`src/rtl/img_pkg.sv`:
```
// Shared constants and types for the image frame sender and the CNN input loader.
package img_pkg;

  localparam logic [7:0]  HDR_SYNC0      = 8'hA5;
  localparam logic [7:0]  HDR_SYNC1      = 8'h5A;
  localparam int unsigned IMG_BYTES_DFLT = 784;
  localparam int unsigned IDX_W          = 16;

  typedef enum logic [2:0] {
    ST_IDLE,
    ST_HDR,
    ST_FETCH,
    ST_WAIT_ROM,
    ST_SEND,
    ST_WAIT_TX,
    ST_CSUM,
    ST_FIN
  } state_e;

  // Which part of the frame the byte in flight belongs to.
  typedef enum logic [1:0] {
    K_HDR,
    K_PAY,
    K_CSUM
  } byte_kind_e;

endpackage

```
`src/rtl/img_frame_sender_if.sv`:
```
// Control, status and image-ROM bus of the image frame sender.
interface img_frame_sender_if
  import img_pkg::*;
#(
  parameter int unsigned SEL_W  = 2,
  parameter int unsigned ADDR_W = 12
) ();

  logic              start;
  logic [SEL_W-1:0]  img_sel;
  logic              abort;
  logic [ADDR_W-1:0] rom_addr;
  logic [7:0]        rom_rdata;
  logic              busy;
  logic              done;
  logic              aborted;
  logic [IDX_W-1:0]  byte_cnt;

  modport master (
    output start, img_sel, abort, rom_rdata,
    input  rom_addr, busy, done, aborted, byte_cnt
  );

  modport slave (
    input  start, img_sel, abort, rom_rdata,
    output rom_addr, busy, done, aborted, byte_cnt
  );

endinterface

```
`src/rtl/uart_send.sv`:
```
// 8N1 UART transmitter: one byte per uart_en pulse, uart_tx_busy high for the whole frame.
module uart_send #(
  parameter int unsigned CLK_FREQ = 50000000,
  parameter int unsigned UART_BPS = 115200
) (
  input  logic       sys_clk,
  input  logic       sys_rst_n,
  input  logic       uart_en,
  input  logic [7:0] uart_din,
  output logic       uart_tx_busy,
  output logic       uart_txd
);

  localparam int unsigned BAUD_CNT = CLK_FREQ / UART_BPS;
  localparam int unsigned CNT_W    = (BAUD_CNT > 1) ? $clog2(BAUD_CNT) : 1;

  logic [8:0]       shift_q;
  logic [3:0]       bit_q;
  logic [CNT_W-1:0] baud_q;
  logic             busy_q;
  logic             txd_q;

  // bit_q counts completed bit periods: start, 8 data, stop.
  always_ff @(posedge sys_clk) begin
    if (!sys_rst_n) begin
      shift_q <= '1;
      bit_q   <= '0;
      baud_q  <= '0;
      busy_q  <= 1'b0;
      txd_q   <= 1'b1;
    end else if (!busy_q) begin
      if (uart_en) begin
        shift_q <= {1'b1, uart_din};
        bit_q   <= '0;
        baud_q  <= '0;
        busy_q  <= 1'b1;
        txd_q   <= 1'b0;
      end
    end else if (baud_q == CNT_W'(BAUD_CNT - 1)) begin
      baud_q <= '0;
      if (bit_q == 4'd9) begin
        busy_q <= 1'b0;
        txd_q  <= 1'b1;
      end else begin
        txd_q   <= shift_q[0];
        shift_q <= {1'b1, shift_q[8:1]};
        bit_q   <= bit_q + 4'd1;
      end
    end else begin
      baud_q <= baud_q + CNT_W'(1);
    end
  end

  assign uart_tx_busy = busy_q;
  assign uart_txd     = txd_q;

endmodule

```
`src/rtl/img_frame_sender.sv`:
```
// Streams one ROM-resident image over the UART with optional sync header and checksum trailer.
module img_frame_sender
  import img_pkg::*;
#(
  parameter int unsigned CLK_FREQ  = 50000000,
  parameter int unsigned UART_BPS  = 115200,
  parameter int unsigned IMG_BYTES = IMG_BYTES_DFLT,
  parameter int unsigned NUM_IMG   = 4,
  parameter int unsigned ADDR_W    = 12,
  parameter int unsigned SEL_W     = 2,
  parameter int unsigned ROM_LAT   = 1,
  parameter bit          HDR_EN    = 1'b1,
  parameter bit          CSUM_EN   = 1'b1
) (
  input  logic              clk,
  input  logic              rst_n,
  img_frame_sender_if.slave bus,
  output logic              uart_txd
);

  state_e            state_q;
  byte_kind_e        kind_q;
  logic [SEL_W-1:0]  sel_q;
  logic [ADDR_W-1:0] base_q;
  logic [ADDR_W-1:0] rom_addr_q;
  logic [IDX_W-1:0]  idx_q;
  logic [IDX_W-1:0]  byte_cnt_q;
  logic [1:0]        hdr_cnt_q;
  logic [1:0]        lat_cnt_q;
  logic [7:0]        byte_q;
  logic [7:0]        csum_q;
  logic [7:0]        uart_din_q;
  logic              uart_en_q;
  logic              tx_busy_q;
  logic              abort_q;
  logic              busy_q;
  logic              done_q;
  logic              aborted_q;

  logic              tx_busy;
  logic [SEL_W-1:0]  sel_c;
  logic              abort_req_c;
  logic              tx_fall_c;
  logic              last_pay_c;

  assign sel_c       = (32'(bus.img_sel) >= NUM_IMG) ? SEL_W'(NUM_IMG - 1) : bus.img_sel;
  assign abort_req_c = abort_q | bus.abort;
  assign tx_fall_c   = tx_busy_q & ~tx_busy;
  assign last_pay_c  = (idx_q == IDX_W'(IMG_BYTES - 1));

  always_ff @(posedge clk) begin
    if (!rst_n) begin
      state_q    <= ST_IDLE;
      kind_q     <= K_HDR;
      sel_q      <= '0;
      base_q     <= '0;
      rom_addr_q <= '0;
      idx_q      <= '0;
      byte_cnt_q <= '0;
      hdr_cnt_q  <= '0;
      lat_cnt_q  <= '0;
      byte_q     <= '0;
      csum_q     <= '0;
      uart_din_q <= '0;
      uart_en_q  <= 1'b0;
      tx_busy_q  <= 1'b0;
      abort_q    <= 1'b0;
      busy_q     <= 1'b0;
      done_q     <= 1'b0;
      aborted_q  <= 1'b0;
    end else begin
      uart_en_q <= 1'b0;
      done_q    <= 1'b0;
      tx_busy_q <= tx_busy;
      if (state_q != ST_IDLE) abort_q <= abort_q | bus.abort;

      case (state_q)
        ST_IDLE: begin
          if (bus.start) begin
            sel_q      <= sel_c;
            base_q     <= ADDR_W'(32'(sel_c) * IMG_BYTES);
            idx_q      <= '0;
            byte_cnt_q <= '0;
            hdr_cnt_q  <= '0;
            csum_q     <= '0;
            abort_q    <= 1'b0;
            aborted_q  <= 1'b0;
            busy_q     <= 1'b1;
            state_q    <= HDR_EN ? ST_HDR : ST_FETCH;
          end
        end
        ST_HDR: begin
          if (abort_req_c) begin
            aborted_q <= 1'b1;
            state_q   <= ST_FIN;
          end else begin
            byte_q  <= (hdr_cnt_q == 2'd0) ? HDR_SYNC0 :
                       (hdr_cnt_q == 2'd1) ? HDR_SYNC1 : 8'(sel_q);
            kind_q  <= K_HDR;
            state_q <= ST_SEND;
          end
        end
        ST_FETCH: begin
          if (abort_req_c) begin
            aborted_q <= 1'b1;
            state_q   <= ST_FIN;
          end else begin
            rom_addr_q <= base_q + ADDR_W'(idx_q);
            lat_cnt_q  <= '0;
            state_q    <= ST_WAIT_ROM;
          end
        end
        // rom_addr is registered, so data is valid ROM_LAT cycles after the first WAIT_ROM cycle.
        ST_WAIT_ROM: begin
          if (abort_req_c) begin
            aborted_q <= 1'b1;
            state_q   <= ST_FIN;
          end else if (lat_cnt_q == 2'(ROM_LAT)) begin
            byte_q  <= bus.rom_rdata;
            kind_q  <= K_PAY;
            state_q <= ST_SEND;
          end else begin
            lat_cnt_q <= lat_cnt_q + 2'd1;
          end
        end
        ST_SEND: begin
          if (!tx_busy) begin
            uart_en_q  <= 1'b1;
            uart_din_q <= byte_q;
            if (kind_q == K_PAY) begin
              csum_q     <= csum_q + byte_q;
              byte_cnt_q <= byte_cnt_q + 16'd1;
            end
            state_q <= ST_WAIT_TX;
          end
        end
        ST_WAIT_TX: begin
          if (tx_fall_c) begin
            if (abort_req_c) begin
              aborted_q <= 1'b1;
              state_q   <= ST_FIN;
            end else begin
              case (kind_q)
                K_HDR: begin
                  if (hdr_cnt_q == 2'd2) begin
                    state_q <= ST_FETCH;
                  end else begin
                    hdr_cnt_q <= hdr_cnt_q + 2'd1;
                    state_q   <= ST_HDR;
                  end
                end
                K_PAY: begin
                  if (last_pay_c) begin
                    state_q <= CSUM_EN ? ST_CSUM : ST_FIN;
                  end else begin
                    idx_q   <= idx_q + 16'd1;
                    state_q <= ST_FETCH;
                  end
                end
                default: state_q <= ST_FIN;
              endcase
            end
          end
        end
        ST_CSUM: begin
          if (abort_req_c) begin
            aborted_q <= 1'b1;
            state_q   <= ST_FIN;
          end else begin
            byte_q  <= csum_q;
            kind_q  <= K_CSUM;
            state_q <= ST_SEND;
          end
        end
        ST_FIN: begin
          done_q  <= 1'b1;
          busy_q  <= 1'b0;
          state_q <= ST_IDLE;
        end
        default: state_q <= ST_IDLE;
      endcase
    end
  end

  assign bus.rom_addr = rom_addr_q;
  assign bus.busy     = busy_q;
  assign bus.done     = done_q;
  assign bus.aborted  = aborted_q;
  assign bus.byte_cnt = byte_cnt_q;

  uart_send #(
    .CLK_FREQ (CLK_FREQ),
    .UART_BPS (UART_BPS)
  ) u_uart_send (
    .sys_clk      (clk),
    .sys_rst_n    (rst_n),
    .uart_en      (uart_en_q),
    .uart_din     (uart_din_q),
    .uart_tx_busy (tx_busy),
    .uart_txd     (uart_txd)
  );

endmodule

```
`src/flat_wrapper.sv`:
```
// flat-port wrapper written by rule: the top's interface ports become plain ports
module img_frame_sender_flat import img_pkg::*;
#(
  parameter int unsigned CLK_FREQ  = 50000000,
  parameter int unsigned UART_BPS  = 115200,
  parameter int unsigned IMG_BYTES = IMG_BYTES_DFLT,
  parameter int unsigned NUM_IMG   = 4,
  parameter int unsigned ADDR_W    = 12,
  parameter int unsigned SEL_W     = 2,
  parameter int unsigned ROM_LAT   = 1,
  parameter bit          HDR_EN    = 1'b1,
  parameter bit          CSUM_EN   = 1'b1
)
  (clk, rst_n, uart_txd, bus_start, bus_img_sel, bus_abort, bus_rom_rdata, bus_rom_addr, bus_busy, bus_done, bus_aborted, bus_byte_cnt);
  img_frame_sender_if #(.SEL_W(SEL_W), .ADDR_W(ADDR_W)) bus_i ();
  input  logic clk;
  input  logic rst_n;
  output logic uart_txd;
  input wire logic [$bits(bus_i.start)-1:0] bus_start;
  input wire logic [$bits(bus_i.img_sel)-1:0] bus_img_sel;
  input wire logic [$bits(bus_i.abort)-1:0] bus_abort;
  input wire logic [$bits(bus_i.rom_rdata)-1:0] bus_rom_rdata;
  output wire logic [$bits(bus_i.rom_addr)-1:0] bus_rom_addr;
  output wire logic [$bits(bus_i.busy)-1:0] bus_busy;
  output wire logic [$bits(bus_i.done)-1:0] bus_done;
  output wire logic [$bits(bus_i.aborted)-1:0] bus_aborted;
  output wire logic [$bits(bus_i.byte_cnt)-1:0] bus_byte_cnt;
  assign bus_i.start = bus_start;
  assign bus_i.img_sel = bus_img_sel;
  assign bus_i.abort = bus_abort;
  assign bus_i.rom_rdata = bus_rom_rdata;
  assign bus_rom_addr = bus_i.rom_addr;
  assign bus_busy = bus_i.busy;
  assign bus_done = bus_i.done;
  assign bus_aborted = bus_i.aborted;
  assign bus_byte_cnt = bus_i.byte_cnt;
  img_frame_sender #(.CLK_FREQ(CLK_FREQ), .UART_BPS(UART_BPS), .IMG_BYTES(IMG_BYTES), .NUM_IMG(NUM_IMG), .ADDR_W(ADDR_W), .SEL_W(SEL_W), .ROM_LAT(ROM_LAT), .HDR_EN(HDR_EN), .CSUM_EN(CSUM_EN)) u_core (.clk(clk), .rst_n(rst_n), .bus(bus_i), .uart_txd(uart_txd));
endmodule
```
`config.mk`:
```
export PLATFORM = sky130hd
export DESIGN_NAME = img_frame_sender_flat
export DESIGN_NICKNAME = d
export VERILOG_FILES = /design/src/rtl/img_pkg.sv /design/src/rtl/img_frame_sender_if.sv /design/src/rtl/uart_send.sv /design/src/rtl/img_frame_sender.sv /design/src/flat_wrapper.sv
export SDC_FILE = /design/constraint.sdc
export NUM_CORES = 1
export LEC_CHECK = 0
export ABC_AREA = 1
export CORE_ASPECT_RATIO = 2
export CORE_UTILIZATION = 37
export CTS_CLUSTER_SIZE = 10
export DETAILED_ROUTE_END_ITERATION = 10
export SLEW_MARGIN = 20
export SYNTH_ARGS = -nofsm -noshare
export SYNTH_HDL_FRONTEND = slang
export SYNTH_SLANG_ARGS = --single-unit
export TNS_END_PERCENT = 30
```
`constraint.sdc`:
```
create_clock -name clk -period 1.8 [get_ports clk]
set_input_delay 0.36 -clock clk [delete_from_list [all_inputs] [get_ports clk]]
set_output_delay 0.36 -clock clk [all_outputs]
set_load 0.03 [all_outputs]
```
==> results of run 1 <==
report_power, final:
| group | internal (µW) | switching [µW] | leakage (µW) |
|---|---|---|---|
| Clock | 999 | 984 | 0.000141 |
| Combinational | 1200 | 2050 | 0.00212 |
| Sequential | 2770 | 236 | 0.000900 |
tightest hold or removal path, stage by stage (launching register included):
cell	delay [ns]
dfxtp_1	0.30
inv_1	0.05
a21oi_1	0.05
layer usage:
layer	vias up	global-route usage, %	part of all wire [%]
met5	-	0	0
met4	0	11.5	4.6
met3	40	2.96	2.4
met2	84	42.1	57
met1	2810	19.8	36
li1	3095	-	-
state kept, by name (all words and copies together) (netlist names), 2 cells and up:
register	flops
u_core.hdr_cnt_q	2
u_core.state_q	3
u_core.kind_q	2
u_core.u_uart_send.bit_q	4
u_core.csum_q	8
u_core.lat_cnt_q	2
u_core.uart_din_q	8
u_core.u_uart_send.baud_q	9
u_core.byte_q	8
u_core.base_q	4
u_core.u_uart_send.shift_q	8
u_core.bus.byte_cnt	16
u_core.bus.rom_addr	12
u_core.idx_q	16
area by class of cell:
type / instances / area share, %
clock buffers: 10 / 3.16
clock inverters: 6 / 0.712
inverters: 92 / 4.61
multi-input cells: 660 / 45.9
flip-flops and latches: 111 / 29.5
well taps: 204 / 3.38
repair buffers: 102 / 12.8
stage by stage:
step                instance area [µm²]  power (µW)  setup slack (ns)  util (%)  hold WS [ns]
floorplan                          6210        5260             0.110         -         0.424
detailed placement                 7240        6340            -0.164      44.3         0.438
CTS                                7530        8330           0.00440      46.0         0.449
global route                       7550        8800           -0.0134      46.2         0.464
finish                             7550        8230            0.0425      46.2         0.448
global placement                   7240        6330            -0.141      44.3         0.432
placed cells by master (no fill, tap or decap), types with 3 or more instances in the layout:
master           netlist  layout
nor3_1                 4       3
ha_1                  24      23
buf_4                  3      50
nand2_2               13      14
dlymetal6s2s_1         0       5
nor2_4                 4       4
a21oi_1               76      76
xnor2_1                4       4
nand4_1               31      31
inv_2                  4       5
clkdlybuf4s50_1        0      30
buf_12                 1       7
inv_1                 87      86
clkbuf_16              0       9
nor2_2                 5       6
nand3_1               62      62
dlygate4sd2_1          0      10
o22ai_1                3       3
o21ai_1                4       4
xor2_1                12      12
dfxtp_1              111     108
o211ai_1               4       4
a21oi_2               10      10
o21bai_1              10      10
o21a_1                 3       3
nor2_1                96      95
or2_2                  3       3
o211a_1                5       5
nand2_1              221     220
o21ai_0               47      47
clkinv_4               0       4
dfxtp_2                0       3
worst max path at each step:
stage	startpoint	end	slack [ns]	cells past startpoint
finish	u_core.bus.byte_cnt[4]	bus_byte_cnt[4]	0.04	1
CTS	u_core.bus.byte_cnt[7]	bus_byte_cnt[7]	0.004	1
floorplan	u_core.idx_q[4]	u_core.bus.rom_addr[10]	0.11	10
global route	u_core.idx_q[4]	u_core.bus.rom_addr[10]	-0.01	10
global placement	bus_abort	u_core.idx_q[1]	-0.14	11
detailed placement	bus_abort	u_core.idx_q[1]	-0.16	11
cells by family (layout without fill, tap and decap cells):
family                     after synthesis  count (layout)  synth area share, %
and+or+nand+nor                        449             449                 32.2
AOI/OAI and AO/OA                      169             169                 15.6
buffers and inverters                  125             210                 8.57
DFF                                    111             111                 35.8
adders and majority gates               26              26                 5.48
xor gates and xnor gates                16              16                 2.26
repair_timing:
item / 4_1_cts / 5_1_grt
gates resized for setup: 11 / 11
pin swaps: 0 / 1
setup endpoints to repair: 11 / 12
==> results.txt, run 1 <==
----------------------------------------------------
[Worst setup path]
  Critical Path Slowest Stage Cell ... clkdlybuf4s50_1
  Crit path DAT ... 1.40 ns
  Kind of end point of the critical path ... output port
  Critical register-to-register path endpoint ... u_core.bus.rom_addr[10]
  Crit Path Class ... flop to output port
  Max stage delay on crit path ... 0.68 ns
  Critical Path RT ... 1.44 ns
  Worst Path Max Fanout ... 3
  Family of cells with the greatest summed delay on the critical path ... buffers and inverters
  Buffers plus inverters on the worst setup path ... 1
  Crit start category ... flop
  Worst r2r src ... u_core.idx_q[4]
  R2R depth ... 10
  Ordered cell list for the critical path ... clkdlybuf4s50_1
  Setup slack, reg-to-reg ... 0.11 ns

[STA]
  Final hold violation count ... 0
  Worst-Margin Slew ... 0.471 ns
  Final setup skew ... 0.0144 ns
  Setup repair after global routing missed its margin ... yes
  Maximum operating frequency ... 569 MHz
  Setup violators final ... 0
  Max_slew headroom ... 68.5%
  Setup tns final ... 0 ns
  Min Tclk post-route ... 1.76 ns
  Period utilisation layout ... 97.6%
  Slew Limit Fails ... 0

[Yosys]
  Most used flip-flop cell after synthesis ... dfxtp_1
  Post-synthesis instance area ... 6210 µm²
  Yosys top cell by area ... dfxtp_1
  Dominant cell by count in the synthesized netlist ... nand2_1
  Sequential element share of the synthesized area ... 35.8%
  Seq cells post-synth ... 111
  Dominant cells by area after synthesis ... dfxtp_1 36%, nand2_1 13%, a21oi_1 6.1%
  Most frequent cells after synthesis ... 221 x nand2_1, 111 x dfxtp_1, 96 x nor2_1, 87 x inv_1, 76 x a21oi_1
  Ys async rst share ... 0%
  Warning count from the yosys run ... 0
  Post-Syn Nets ... 936
  Post-Synthesis Cells ... 896
  Distinct cell type count after synthesis ... 47
  Count of flip-flops with a built-in enable after synthesis ... 0
  Share of the synthesized area in the top cell type ... 35.8%
  Avg Synthesized Cell Area ... 6.93 µm²

[Route]
  Iteration-0 DRC Markers ... 189
  Vias per inst ... 5.09
  TritonRoute pass-1 iters ... 4
  DR vias ... 6029
  Routed length per instance ... 14.6 µm
  Number of remaining DRC errors ... 0
  Remaining antenna violation count ... 0
  Detailed Route WL ... 17300 µm

[Die]
  Die Width ... 93.6 µm
  Initial core utilization ... 38.0%
  Die boundary height ... 185 µm
  Count of boundary I/O pins ... 46
  Num rows ... 66
  Core Footprint ... 16400 µm²
  Die Area ... 17300 µm²

[Finish]
  Count of fill cells added during filler insertion ... 1696
  Footprint of the multi-input gates ... 3460 µm²
  Post-route non-filler standard cell count ... 1185
  Ratio of cells with drive above 1 in the final layout ... 13.1%
  Area added between synthesis and finish ... 21.7%
  Final layout net count ... 1016
  Register Area ... 2230 µm²
  Diode insertion count for antenna repair ... 0

[Placed design]
  Number of input and output port buffers inserted ... 45
  DP Wirelength ... 13500 µm
  Placed cells ... 1169
  Weighted congestion reported at the end of routability-driven placement ... 0.935

[Clocking]
  Number of hold-repair buffers added at the cts stage ... 0
  H-tree depth ... 3
  Clk pin slew, worst setup/hold paths ... 0.08 ns
  Clock sink count ... 111
  Post-CTS Repair Setup Buffers ... 0
  Number of CTS-inserted buffers ... 9
  Clk Latency, worst-skew pair ... 0.36 ns
  Clock root buffer master ... clkbuf_16
  Maximum root-to-sink buffer count ... 2
  TritonCTS clock tree ... done

[Pwr]
  Worst ir drop on vdd ... 0.745 mV
  Pwr dens ... 1090 nW/µm²
  Static power due to leakage ... 0.00316 µW

[Global routing]
  GR Overflow Total ... 0
  Total global-route track usage ... 21.1%
  Number of global-route vias before repair ... 5910
  Number of antenna violations at the first check in global routing ... 0
  Pin count of the biggest net entering global routing ... 38
  Wire length of the first global-routing pass ... 28100 µm

[Hold path]
  Hold Path Origin ... u_core.uart_din_q[1]
  Cell depth of the worst hold path ... 2
  Worst hold endpoint ... u_core.uart_din_q[1]
  Worst min path class ... flop to flop

[Job]
  Max_cap viols ... 0

[Run status]
  Status ... complete, no violations

----------------------------------------------------
(Power assumes the default switching activity.)
==> run 2: changes to the inputs <==
Settings changed: SLEW_MARGIN 20 to default.
==> results of run 2 <==
Same layout as run 1: the final DEF is identical, and so are final timing and power.
